## config.mk

```make
export PLATFORM = sky130hd
export DESIGN_NAME = response_collector_mt_flat
export DESIGN_NICKNAME = d
export VERILOG_FILES = /design/src/rtl/response_collector_mt_pkg.sv /design/src/rtl/response_collector_mt_if.sv /design/src/rtl/response_collector_mt_rr_select.sv /design/src/rtl/response_collector_mt.sv /design/src/flat_wrapper.sv
export SDC_FILE = /design/constraint.sdc
export NUM_CORES = 1
export LEC_CHECK = 0
export CORE_ASPECT_RATIO = 0.6
export CORE_UTILIZATION = 52
export DETAILED_ROUTE_END_ITERATION = 8
export PLACE_DENSITY = 0.8
export REMOVE_ABC_BUFFERS = 1
export SLEW_MARGIN = 25
export SYNTH_ARGS = -nofsm -noshare
export SYNTH_HDL_FRONTEND = slang
export SYNTH_SLANG_ARGS = --single-unit
```

## constraint.sdc

```tcl
create_clock -name clk -period 6.8 [get_ports clk]
set_clock_uncertainty 0.15 [all_clocks]
set_input_delay 1.36 -clock clk [delete_from_list [all_inputs] [get_ports clk]]
set_output_delay 1.36 -clock clk [all_outputs]
set_load 0.03 [all_outputs]
```

## src/rtl/response_collector_mt_pkg.sv

```systemverilog
// Shared types for the multi-outstanding response collector.
// Context record and bus widths live here.
package response_collector_mt_pkg;

  localparam int DATA_WIDTH = 16;
  localparam int TAG_WIDTH  = 8;
  localparam int NUM_PORTS  = 4;
  localparam int PORT_BITS  = $clog2(NUM_PORTS);

  typedef struct packed {
    logic                 valid;
    logic [TAG_WIDTH-1:0] tag;
    logic [PORT_BITS-1:0] src_port;
    logic [NUM_PORTS-1:0] exp_mask;
    logic [NUM_PORTS-1:0] rcv_mask;
    logic [NUM_PORTS-1:0] buf_mask;
  } collector_ctx_t;

  function automatic logic [NUM_PORTS-1:0] onehot(
    input logic [PORT_BITS-1:0] idx
  );
    return NUM_PORTS'(1) << idx;
  endfunction

endpackage

```

## src/rtl/response_collector_mt_if.sv

```systemverilog
// Request, port-response and value buses of the collector.
// slave = collector side, master = environment side.
interface response_collector_mt_if #(
  parameter int NUM_CTX = 4
);
  import response_collector_mt_pkg::*;

  localparam int CTX_BITS = $clog2(NUM_CTX);

  logic                                 pending_valid;
  logic [NUM_PORTS-1:0]                 pending_mask;
  logic [TAG_WIDTH-1:0]                 pending_tag;
  logic [PORT_BITS-1:0]                 pending_src_port;
  logic                                 pending_ready;
  logic [NUM_PORTS-1:0]                 port_data_valid;
  logic [NUM_PORTS-1:0][DATA_WIDTH-1:0] port_data;
  logic [NUM_PORTS-1:0][TAG_WIDTH-1:0]  port_data_tag;
  logic [NUM_PORTS-1:0]                 port_data_ready;
  logic [NUM_PORTS-1:0]                 rsp_drop;
  logic                                 value_valid;
  logic [DATA_WIDTH-1:0]                value_data;
  logic [TAG_WIDTH-1:0]                 value_tag;
  logic [PORT_BITS-1:0]                 value_src_port;
  logic                                 value_last;
  logic                                 value_timeout;
  logic                                 value_ready;
  logic [CTX_BITS:0]                    active_count;
  logic                                 busy;

  modport master (
    output pending_valid, pending_mask, pending_tag,
    output pending_src_port, port_data_valid,
    output port_data, port_data_tag, value_ready,
    input  pending_ready, port_data_ready, rsp_drop,
    input  value_valid, value_data, value_tag,
    input  value_src_port, value_last, value_timeout,
    input  active_count, busy
  );

  modport slave (
    input  pending_valid, pending_mask, pending_tag,
    input  pending_src_port, port_data_valid,
    input  port_data, port_data_tag, value_ready,
    output pending_ready, port_data_ready, rsp_drop,
    output value_valid, value_data, value_tag,
    output value_src_port, value_last, value_timeout,
    output active_count, busy
  );

endinterface

```

## src/rtl/response_collector_mt_rr_select.sv

```systemverilog
// Round-robin picker: first set request after last_i, wrapping.
// any_o is low when no request is set.
module response_collector_mt_rr_select #(
  parameter int N = 4
) (
  input  logic [N-1:0]         req_i,
  input  logic [$clog2(N)-1:0] last_i,
  output logic [$clog2(N)-1:0] grant_o,
  output logic                 any_o
);
  localparam int W = $clog2(N);

  logic [W-1:0] idx;

  // scan from last_i+1 round the ring, keep first hit
  always_comb begin
    grant_o = '0;
    any_o   = 1'b0;
    idx     = '0;
    for (int i = 1; i <= N; i++) begin
      idx = W'((int'(last_i) + i) % N);
      if (!any_o && req_i[idx]) begin
        grant_o = idx;
        any_o   = 1'b1;
      end
    end
  end

endmodule

```

## src/rtl/response_collector_mt.sv

```systemverilog
// Multi-context response collector; head context streams values.
// Optional head stall timeout enabled by RSP_TIMEOUT_EN.
module response_collector_mt
  import response_collector_mt_pkg::*;
#(
  parameter int NUM_CTX = 4
`ifdef RSP_TIMEOUT_EN
  , parameter int TIMEOUT_CYCLES = 1024
`endif
) (
  input  logic                  clk,
  input  logic                  rst,
  response_collector_mt_if.slave bus
);
  localparam int CTX_BITS = $clog2(NUM_CTX);

  collector_ctx_t        ctx_q [NUM_CTX];
  collector_ctx_t        ctx_d [NUM_CTX];
  logic [PORT_BITS-1:0]  rr_q  [NUM_CTX];
  logic [PORT_BITS-1:0]  rr_d  [NUM_CTX];
  logic [DATA_WIDTH-1:0] data_q [NUM_CTX][NUM_PORTS];
  logic [CTX_BITS-1:0]   head_q, head_d, tail_q, tail_d;
  logic [CTX_BITS:0]     cnt_q, cnt_d;
  logic                  lock_q, lock_d;
  logic [PORT_BITS-1:0]  sel_q, sel_d;

  collector_ctx_t        h;
  logic [NUM_PORTS-1:0]  sendable;
  logic [PORT_BITS-1:0]  rr_sel, sel;
  logic                  grant_any;
  logic                  dup, alloc;
  logic                  vvalid, vlast, vhs, retire;
  logic                  to_fire;
  logic [NUM_PORTS-1:0]  hit, rdy, wr, drop;
  logic [CTX_BITS-1:0]   hit_ctx [NUM_PORTS];

  assign h        = ctx_q[head_q];
  assign sendable = h.buf_mask & ~h.rcv_mask;

  response_collector_mt_rr_select #(
    .N (NUM_PORTS)
  ) u_rr (
    .req_i   (sendable),
    .last_i  (rr_q[head_q]),
    .grant_o (rr_sel),
    .any_o   (grant_any)
  );

  // a waiting value keeps its port until accepted
  assign sel = lock_q ? sel_q : rr_sel;

`ifdef RSP_TIMEOUT_EN
  localparam int SW = $clog2(TIMEOUT_CYCLES) + 1;
  logic [SW-1:0] stall_q, stall_d;

  assign to_fire = h.valid
                && (stall_q == SW'(TIMEOUT_CYCLES - 1));

  // head stall count, held at the limit until accepted
  always_comb begin
    stall_d = stall_q;
    if (!h.valid || vhs)
      stall_d = '0;
    else if (!grant_any && !to_fire)
      stall_d = stall_q + SW'(1);
  end

  // stall counter register
  always_ff @(posedge clk) begin
    if (rst) stall_q <= '0;
    else     stall_q <= stall_d;
  end
`else
  assign to_fire = 1'b0;
`endif

  assign vvalid = h.valid && (grant_any || to_fire);
  assign vlast  = to_fire
               || ((h.rcv_mask | onehot(sel)) == h.exp_mask);
  assign vhs    = vvalid && bus.value_ready;
  assign retire = vhs && vlast;

  // tag lookup for allocation and per-port response match
  always_comb begin
    dup = 1'b0;
    for (int c = 0; c < NUM_CTX; c++)
      if (ctx_q[c].valid && ctx_q[c].tag == bus.pending_tag)
        dup = 1'b1;
    for (int p = 0; p < NUM_PORTS; p++) begin
      hit[p]     = 1'b0;
      hit_ctx[p] = '0;
      for (int c = 0; c < NUM_CTX; c++)
        if (ctx_q[c].valid
            && ctx_q[c].tag == bus.port_data_tag[p]
            && ctx_q[c].exp_mask[p]
            && !ctx_q[c].rcv_mask[p]) begin
          hit[p]     = 1'b1;
          hit_ctx[p] = CTX_BITS'(c);
        end
      rdy[p]  = bus.port_data_valid[p]
             && (!hit[p] || !ctx_q[hit_ctx[p]].buf_mask[p]);
      wr[p]   = rdy[p] && hit[p];
      drop[p] = rdy[p] && !hit[p];
    end
  end

  assign bus.pending_ready = (cnt_q < (CTX_BITS+1)'(NUM_CTX))
                          && !dup;
  assign alloc = bus.pending_valid && bus.pending_ready
              && (bus.pending_mask != '0);

  // next state of context ring, pointers and count
  always_comb begin
    ctx_d  = ctx_q;
    rr_d   = rr_q;
    head_d = head_q;
    tail_d = tail_q;
    lock_d = vvalid && !bus.value_ready && !to_fire;
    sel_d  = sel;
    for (int p = 0; p < NUM_PORTS; p++)
      if (wr[p]) ctx_d[hit_ctx[p]].buf_mask[p] = 1'b1;
    if (vhs) begin
      if (!to_fire) begin
        ctx_d[head_q].rcv_mask[sel] = 1'b1;
        ctx_d[head_q].buf_mask[sel] = 1'b0;
        rr_d[head_q] = sel;
      end
      if (vlast) begin
        ctx_d[head_q].valid = 1'b0;
        head_d = head_q + CTX_BITS'(1);
      end
    end
    if (alloc) begin
      ctx_d[tail_q].valid    = 1'b1;
      ctx_d[tail_q].tag      = bus.pending_tag;
      ctx_d[tail_q].src_port = bus.pending_src_port;
      ctx_d[tail_q].exp_mask = bus.pending_mask;
      ctx_d[tail_q].rcv_mask = '0;
      ctx_d[tail_q].buf_mask = '0;
      rr_d[tail_q] = PORT_BITS'(NUM_PORTS - 1);
      tail_d = tail_q + CTX_BITS'(1);
    end
    cnt_d = cnt_q + (CTX_BITS+1)'(alloc)
                  - (CTX_BITS+1)'(retire);
  end

  // control state registers
  always_ff @(posedge clk) begin
    if (rst) begin
      for (int c = 0; c < NUM_CTX; c++) begin
        ctx_q[c] <= '0;
        rr_q[c]  <= PORT_BITS'(NUM_PORTS - 1);
      end
      head_q <= '0;
      tail_q <= '0;
      cnt_q  <= '0;
      lock_q <= 1'b0;
      sel_q  <= '0;
    end else begin
      ctx_q  <= ctx_d;
      rr_q   <= rr_d;
      head_q <= head_d;
      tail_q <= tail_d;
      cnt_q  <= cnt_d;
      lock_q <= lock_d;
      sel_q  <= sel_d;
    end
  end

  // data slots, qualified by the context masks
  always_ff @(posedge clk) begin
    for (int p = 0; p < NUM_PORTS; p++)
      if (wr[p]) data_q[hit_ctx[p]][p] <= bus.port_data[p];
  end

  assign bus.port_data_ready = rdy;
  assign bus.rsp_drop        = drop;
  assign bus.value_valid     = vvalid;
  assign bus.value_data      = to_fire ? '0 : data_q[head_q][sel];
  assign bus.value_tag       = h.tag;
  assign bus.value_src_port  = h.src_port;
  assign bus.value_last      = vvalid && vlast;
  assign bus.value_timeout   = vvalid && to_fire;
  assign bus.active_count    = cnt_q;
  assign bus.busy            = cnt_q != '0;

endmodule

```

## src/flat_wrapper.sv

```systemverilog
// flat-port wrapper written by rule: the top's interface ports become plain ports
module response_collector_mt_flat import response_collector_mt_pkg::*;
#(
  parameter int NUM_CTX = 4

)
  (clk, rst, bus_pending_valid, bus_pending_mask, bus_pending_tag, bus_pending_src_port, bus_port_data_valid, bus_port_data, bus_port_data_tag, bus_value_ready, bus_pending_ready, bus_port_data_ready, bus_rsp_drop, bus_value_valid, bus_value_data, bus_value_tag, bus_value_src_port, bus_value_last, bus_value_timeout, bus_active_count, bus_busy);
  response_collector_mt_if #(.NUM_CTX(NUM_CTX)) bus_i ();
  input  logic clk;
  input  logic rst;
  input wire logic [$bits(bus_i.pending_valid)-1:0] bus_pending_valid;
  input wire logic [$bits(bus_i.pending_mask)-1:0] bus_pending_mask;
  input wire logic [$bits(bus_i.pending_tag)-1:0] bus_pending_tag;
  input wire logic [$bits(bus_i.pending_src_port)-1:0] bus_pending_src_port;
  input wire logic [$bits(bus_i.port_data_valid)-1:0] bus_port_data_valid;
  input wire logic [$bits(bus_i.port_data)-1:0] bus_port_data;
  input wire logic [$bits(bus_i.port_data_tag)-1:0] bus_port_data_tag;
  input wire logic [$bits(bus_i.value_ready)-1:0] bus_value_ready;
  output wire logic [$bits(bus_i.pending_ready)-1:0] bus_pending_ready;
  output wire logic [$bits(bus_i.port_data_ready)-1:0] bus_port_data_ready;
  output wire logic [$bits(bus_i.rsp_drop)-1:0] bus_rsp_drop;
  output wire logic [$bits(bus_i.value_valid)-1:0] bus_value_valid;
  output wire logic [$bits(bus_i.value_data)-1:0] bus_value_data;
  output wire logic [$bits(bus_i.value_tag)-1:0] bus_value_tag;
  output wire logic [$bits(bus_i.value_src_port)-1:0] bus_value_src_port;
  output wire logic [$bits(bus_i.value_last)-1:0] bus_value_last;
  output wire logic [$bits(bus_i.value_timeout)-1:0] bus_value_timeout;
  output wire logic [$bits(bus_i.active_count)-1:0] bus_active_count;
  output wire logic [$bits(bus_i.busy)-1:0] bus_busy;
  assign bus_i.pending_valid = bus_pending_valid;
  assign bus_i.pending_mask = bus_pending_mask;
  assign bus_i.pending_tag = bus_pending_tag;
  assign bus_i.pending_src_port = bus_pending_src_port;
  assign bus_i.port_data_valid = bus_port_data_valid;
  assign bus_i.port_data = bus_port_data;
  assign bus_i.port_data_tag = bus_port_data_tag;
  assign bus_i.value_ready = bus_value_ready;
  assign bus_pending_ready = bus_i.pending_ready;
  assign bus_port_data_ready = bus_i.port_data_ready;
  assign bus_rsp_drop = bus_i.rsp_drop;
  assign bus_value_valid = bus_i.value_valid;
  assign bus_value_data = bus_i.value_data;
  assign bus_value_tag = bus_i.value_tag;
  assign bus_value_src_port = bus_i.value_src_port;
  assign bus_value_last = bus_i.value_last;
  assign bus_value_timeout = bus_i.value_timeout;
  assign bus_active_count = bus_i.active_count;
  assign bus_busy = bus_i.busy;
  response_collector_mt #(.NUM_CTX(NUM_CTX)) u_core (.clk(clk), .rst(rst), .bus(bus_i));
endmodule
```

; ---- Word-level counts from Yosys, hierarchy flattened
; Memories as Yosys holds them, arrays and structs flattened. A register that Yosys moved wholly into a read port is not among the register bits.
; Index checks and enable logic that the tools add are counted.
; W data, S select, Z words.
[totals]
elab_cells = 349
n_memories = 1
out_inout_bits = 42
regBits = 110
inputBits = 118
ramBits = 256
[classes]
add_sub_neg = 8
bitwise = 11
reduce_logical = 118
n_shift = 1
n_mux = 136
order_cmp = 20
eq_ne = 21
[mem_list]
columns = name, words, width, rd, rd_clocked_by_memory_dff, write_ports, line
row1 = u_core.data_q, 4, 64, 1, 1, 4, response_collector_mt.sv:21  ; logic [DATA_WIDTH-1:0] data_q [NUM_CTX][NUM_PORTS];
[op_table]
columns = cell, count
row1 = $bwmux W92, 13
row2 = $mux W92, 8
row3 = $demux W23 S2, 13
row4 = $bmux W23 S2, 5
row5 = $eq A8 B8 Y1, 20
row6 = $mux W23, 4
row7 = $logic_and A1 B1 Y1, 82
row8 = $mux W1, 44
row9 = $mux W2, 22
row10 = $bmux W16 S2, 1
row11 = $mux W16, 2
row12 = $mux W8, 4
row13 = $logic_not A1 Y1, 29
row14 = $mux W22, 1
row15 = $ge A3 B3 Y1 const B, 7
row16 = $not A2 Y3, 7
row17 = $mux W4, 5
row18 = $lt A3 B1 Y1 const B, 6
row19 = $lt A2 B3 Y1 const B, 5
row20 = $mux W14, 1
row21 = $mux W12, 1
row22 = $mux W3, 3
row23 = $add A2 B1 Y2 const B, 4
row24 = $bmux W1 S2, 4
row25 = 19 further kinds, 24

; ---- Longest topological paths before layout
[logic_depth]
ltp_word = 38
mapped_depth = 17
mapped_depth_nobuf = 15

; ---- Cells and area by module
; From an unflattened synthesis, not the netlist that was laid out.
[unflattened]
hier_cells = 1309
area_unflattened_um2 = 17659.4
[by_module_without_submodules]
columns = module, area_each_um2, seq_area_each_um2, cells_per_inst, n_inst
row1 = response_collector_mt, 17568.1, 9929.5, 1295, 1
row2 = response_collector_mt_rr_select, 91.3, 0.0, 14, 1

; ---- Least setup slack after synthesis
; OpenSTA, ideal clock, no wires.
[synth_path]
path_type = input to register
from = input port bus_port_data_tag[6]
to = register u_core.ctx_q[69] (netlist bit)
t_arrival_ps = 4990
path_buffers = 0
path_slack_ps = 1594
required_time_ps = 6584
setup_time_ps = 66
stages = 6
cell_sequence = xor2_1 -> or4_1 -> nor4_1 -> o211ai_1 -> nor4b_1 -> o221a_2
[synth_via]
elab_chain_cells = 35
elab_cells_between_ends = 58
cone_classes = order compare: 2 / eq/ne: 4 / mux: 33 / bitwise: 1 / reduce/logical: 18
[synth_rtl]
columns = element, line
row1 = from (decl), flat_wrapper.sv:17  ; input wire logic [$bits(bus_i.port_data_tag)-1:0] bus_port_data_tag;
row2 = "parallel branches: the longest is 15 deep, another holds $ge A3 B3 Y1", n/a
row3 = $mux W92 *, response_collector_mt.sv:121  ; if (wr[p]) ctx_d[hit_ctx[p]].buf_mask[p] = 1'b1;
row4 = $bwmux W92, response_collector_mt.sv:121
row5 = $mux W92 *, response_collector_mt.sv:121
row6 = $bwmux W92, response_collector_mt.sv:121
row7 = $mux W92 *, response_collector_mt.sv:121
row8 = $bwmux W92, response_collector_mt.sv:121
row9 = $mux W92 *, response_collector_mt.sv:121
row10 = [5 not listed], n/a
row11 = $mux W92 *, response_collector_mt.sv:122  ; if (vhs) begin
row12 = $bwmux W92, response_collector_mt.sv:134  ; ctx_d[tail_q].valid = 1'b1;
row13 = $bwmux W92, response_collector_mt.sv:135  ; ctx_d[tail_q].tag = bus.pending_tag;
row14 = $bwmux W92, response_collector_mt.sv:136  ; ctx_d[tail_q].src_port = bus.pending_src_port;
row15 = $bwmux W92, response_collector_mt.sv:137  ; ctx_d[tail_q].exp_mask = bus.pending_mask;
row16 = $bwmux W92, response_collector_mt.sv:138  ; ctx_d[tail_q].rcv_mask = '0;
row17 = $bwmux W92, response_collector_mt.sv:139  ; ctx_d[tail_q].buf_mask = '0;
row18 = $mux W92 *, response_collector_mt.sv:133  ; if (alloc) begin
row19 = to (signal assigned), response_collector_mt.sv:160  ; ctx_q <= ctx_d;
row20 = to (decl), response_collector_mt.sv:17  ; collector_ctx_t ctx_q [NUM_CTX];
; Every way passes the cells marked *. The select of a mux whose other input is x is not followed.
; A chain may end at the register's enable or synchronous reset.

; ---- Final worst setup path
[layout_path]
from = register u_core.head_q[0]
to = output port bus_value_last
[layout_via]
elab_chain_cells = 23
elab_cells_between_ends = 41
cone_classes = add/sub: 4 / eq/ne: 1 / shift: 1 / mux: 23 / bitwise: 4 / reduce/logical: 8
[layout_rtl]
columns = element, line
row1 = from (decl), response_collector_mt.sv:22  ; logic [CTX_BITS-1:0] head_q, head_d, tail_q, tail_d;
row2 = from (signal assigned), response_collector_mt.sv:154  ; head_q <= '0;
row3 = from (signal assigned), response_collector_mt.sv:162  ; head_q <= head_d;
row4 = $not A2 Y3 (implied by the code) *, "response_collector_mt.sv:37, response_collector_mt.sv:44"
row5 = "parallel branches: the longest is 21 deep, another holds $add A2 B1 Y2", n/a
row6 = $logic_and A1 B1 Y1 *, response_collector_mt.sv:182  ; assign bus.value_last = vvalid && vlast;
row7 = to (decl), flat_wrapper.sv:26  ; output wire logic [$bits(bus_i.value_last)-1:0] bus_value_last;
; Marked as above.

==> metrics.yaml <==
run:
  max-cap-violations: 0
synthesis:
  synth_top_area_cell: "sky130_fd_sc_hd__edfxtp_1"
  synth.area.top_cells: "sky130_fd_sc_hd__edfxtp_1 (45%), sky130_fd_sc_hd__dfxtp_1 (13%), sky130_fd_sc_hd__mux4_2 (12%), sky130_fd_sc_hd__xor2_1 (5.5%), sky130_fd_sc_hd__mux2i_1 (4.7%)"
  yosys_register_bits: 368
  synth.avg_cell_area_um2: 13.8
  synth.yosys.seq_area_share: 0.581
  synthDominantCellAreaShare: 0.450
  synth.most_common_cell: "sky130_fd_sc_hd__edfxtp_1"
  synth.yosys.warnings: 0
  synth_cells: 1238
  synth_cell_type_count: 59
  synthFlopType: "sky130_fd_sc_hd__edfxtp_1"
  edff_count_synth: 256
  cell_types_with_the_highest_counts_after_synthesis: "sky130_fd_sc_hd__edfxtp_1 (256), sky130_fd_sc_hd__dfxtp_1 (112), sky130_fd_sc_hd__xor2_1 (108)"
  postSynth.asyncResetShare: 0
  synth_area_mm2: 0.0171
clock_network:
  number_of_h_tree_branching_levels: 2
  cts_max_path_buffers: 3
  clk_pin_slew_worst_paths_ns: 0.06
  cts_resized: 0
  cts_setup_buffers: 0
  cts_hold_repair.buffers: 0
  cts_tree: "done"
  ctsRootBufferMaster: "sky130_fd_sc_hd__clkbuf_16"
  numClockSinks: 368
  tritoncts.num_buffers: 35
  clock_insertion_delay_worst_skew_ns: 0.54
worst_hold_path:
  min-delay-path-class: "reg2reg"
setup_path:
  cp_num_buf_inv: 2
  critical_path.startpoint_type: "flop"
  cp_slowest_stage_delay_ns: 0.78
  endpoint_kind: "output pin"
  crit_path_max_fanout: 32
  cp.arrival_ns: 4.66
  worst_path_dominant_cell_family: "buffers and inverters"
  critPathRequiredTime_ns: 5.29
  worstSetupPathType: "reg2out"
  highest_delay_cell_along_the_critical_path: "sky130_fd_sc_hd__dfxtp_2"
  timing.critical_path.cells: "mux4_2 > nor2b_2 > a211oi_2 > o41ai_4 > buf_4 > or3b_1 > a2bb2oi_1 > nor3_1 > clkdlybuf4s50_1"
global_routing:
  grt_max_degree: 81
  grt_remaining_overflow: 0
  global_route.usage.total: 0.282
  groute.layer.met3.usage: 0.0933
  via_count_of_the_first_global_routing_pass: 11000
  antenna_found_initial: 4
  grt_use_met1: 0.431
  grt_pass1_wl_um: 69200
  use_met2: 0.385
  grt_most_used_layer: "met1"
floorplanning:
  num_rows: 50
  design.portCount: 160
  die_width_um: 236
  die_footprint_mm2: 0.0336
  die_h_um: 142
  start_util: 0.539
  core-area_mm2: 0.0317
pwr:
  power.total_mw: 5.02
  vdd_ir_drop_max_uv: 210
  pwr_density_cell_mw_per_mm2: 248
  total_leakage_power_nw: 7.38
routing:
  routed_wl_um: 46900
  routed_via_density: 6.08
  drt.antenna.violating_nets: 0
  wire_per_inst_um: 25.8
  drc_viols: 0
  vias: 11100
  detailed_router_s_first_iteration_violation_count: 1266
  detail_route.first_pass.iterations: 5
place:
  buffer_ports.inserted: 158
  place.detailed.instances: 1753
  routabilityCongestion: 1.00
  detailed_place_hpwl_um: 33300
layout:
  post_route_cells_drive_above_1_share: 0.140
  nFillCells: 2291
  nNetsFinal: 1503
  multi_input_area_mm2: 0.00675
  area_growth_syn_to_layout_pct: 18.4
  area_of_all_sequential_standard_cells_mm2: 0.00994
  layoutNonFillerInstCount: 1817
timing:
  worst-slew-pin-transition_ns: 1.00
  setup_viol: 0
  grt_setup_unrepaired: "no"
  highest_clock_frequency_the_design_can_meet_mhz: 162
  timing_hold_violations_final: 0
  final_period_utilization: 0.907
  slew_headroom: 0.332
  report.final.slew_viol_count: 0
  final_critical_period_ns: 6.17
run_status:
  result_of_the_run: "complete, no violations"
-- final timing paths --
path                                      start                                     to  slack (ns)  cells after the start
setup / recovery  u_core.head_q[0]$_SDFFE_PP0P_                         bus_value_last        0.63                      9
hold / removal        u_core.rr_q[3]$_SDFF_PP1_              u_core.rr_q[3]$_SDFF_PP1_        0.33                      2
setup reg to reg  u_core.head_q[0]$_SDFFE_PP0P_  u_core.bus.active_count[2]$_SDFF_PP0_        1.62                     16
hold reg to reg       u_core.rr_q[3]$_SDFF_PP1_              u_core.rr_q[3]$_SDFF_PP1_        0.33                      2
-- worst register-to-register path: stages (launching register included) --
cell and delay [ns]:
sky130_fd_sc_hd__dfxtp_2 0.78, sky130_fd_sc_hd__mux4_2 0.68, sky130_fd_sc_hd__nor2b_2 0.26, sky130_fd_sc_hd__a211oi_2 0.14, sky130_fd_sc_hd__o41ai_4 0.32, sky130_fd_sc_hd__buf_4 0.39
sky130_fd_sc_hd__or3b_1 0.41, sky130_fd_sc_hd__a2bb2oi_1 0.21, sky130_fd_sc_hd__nor3_4 0.42, sky130_fd_sc_hd__ha_1 0.32, sky130_fd_sc_hd__inv_1 0.06, sky130_fd_sc_hd__ha_1 0.13
sky130_fd_sc_hd__inv_1 0.05, sky130_fd_sc_hd__fa_1 0.39, sky130_fd_sc_hd__xor2_1 0.17, sky130_fd_sc_hd__xnor2_1 0.13, sky130_fd_sc_hd__nor2_1 0.05
-- flip-flops by register name, indices dropped and copies added, names as in the netlist, named ones only --
| name | flops |
|---|---|
| u_core.data_q | 256 |
| u_core.bus.active_count | 3 |
| u_core.sel_q | 2 |
| u_core.ctx_q | 92 |
| u_core.head_q | 2 |
| u_core.tail_q | 2 |
| u_core.rr_q | 8 |
| u_core.lock_q | 1 |
-- stage by stage --
stage / utilization / cell area [um2] / hold slack (ns) / worst slack [ns] / setup TNS, ns
finish: 0.638 / 20200 / 0.327 / 0.631 / 0
global route: 0.638 / 20200 / 0.360 / 0.447 / 0
CTS: 0.638 / 20200 / 0.330 / 0.639 / 0
detailed placement: 0.602 / 19100 / 0.314 / 0.929 / 0
global placement: 0.602 / 19100 / 0.307 / 0.995 / 0
floorplan: - / 16700 / 0.289 / -0.0636 / -0.0636
-- where the power goes --
group / leakage [nW] / total [mW] / internal, mW / switching, mW
logic: 3.62 / 0.538 / 0.252 / 0.286
clock network: 0.555 / 1.96 / 1.12 / 0.843
registers: 3.21 / 2.52 / 2.43 / 0.0945
-- final cells by class --
type | instances | share of cell area
clock inverters | 17 | 0.00878
repair buffers | 185 | 0.0886
diodes | 2 | 0.000247
inverters | 24 | 0.00445
flip-flops and latches | 368 | 0.491
well taps | 416 | 0.0257
clock buffers | 45 | 0.0472
multi-input cells | 760 | 0.334
-- logic make-up after synthesis --
family                     count (synthesis)  synth area share
muxes                                    175             0.168
xor gates and xnor gates                 163            0.0836
and+or+nand+nor                          303            0.0884
buffers and inverters                    110            0.0266
adders and majority gates                 11           0.00850
other                                      1          0.000219
AOI/OAI and AO/OA                        107            0.0435
DFF                                      368             0.581
-- cells in the final DEF, fill, tap and decap left out, types with 5 or more instances in the layout --
cell / netlist / routed
sky130_fd_sc_hd__mux4_2: 89 / 89
sky130_fd_sc_hd__xnor2_1: 55 / 55
sky130_fd_sc_hd__nand3_1: 17 / 17
sky130_fd_sc_hd__clkinv_2: 0 / 5
sky130_fd_sc_hd__a211oi_1: 16 / 16
sky130_fd_sc_hd__nor2b_1: 21 / 21
sky130_fd_sc_hd__clkdlybuf4s50_1: 0 / 157
sky130_fd_sc_hd__nor4_1: 21 / 20
sky130_fd_sc_hd__dfxtp_1: 112 / 109
sky130_fd_sc_hd__nand4_1: 11 / 11
sky130_fd_sc_hd__mux2i_1: 81 / 81
sky130_fd_sc_hd__a21oi_1: 39 / 39
sky130_fd_sc_hd__clkbuf_1: 64 / 7
sky130_fd_sc_hd__ha_1: 10 / 10
sky130_fd_sc_hd__nand2b_1: 12 / 12
sky130_fd_sc_hd__nor3_2: 0 / 8
sky130_fd_sc_hd__nand2_1: 37 / 37
sky130_fd_sc_hd__and3_1: 13 / 13
sky130_fd_sc_hd__nor2_1: 104 / 104
sky130_fd_sc_hd__xor2_1: 108 / 108
sky130_fd_sc_hd__buf_4: 2 / 26
sky130_fd_sc_hd__edfxtp_1: 256 / 256
sky130_fd_sc_hd__inv_1: 24 / 24
sky130_fd_sc_hd__o21ai_0: 9 / 9
sky130_fd_sc_hd__o21a_1: 14 / 14
sky130_fd_sc_hd__nor3_1: 46 / 38
sky130_fd_sc_hd__clkbuf_16: 0 / 36
-- layer usage --
layer / routed length [um] / part of all wire
met5: 13 / 0.00028
met4: 786 / 0.017
met2: 19300 / 0.41
met3: 5590 / 0.12
met1: 21300 / 0.45
Power figures use the tool's default switching activity.
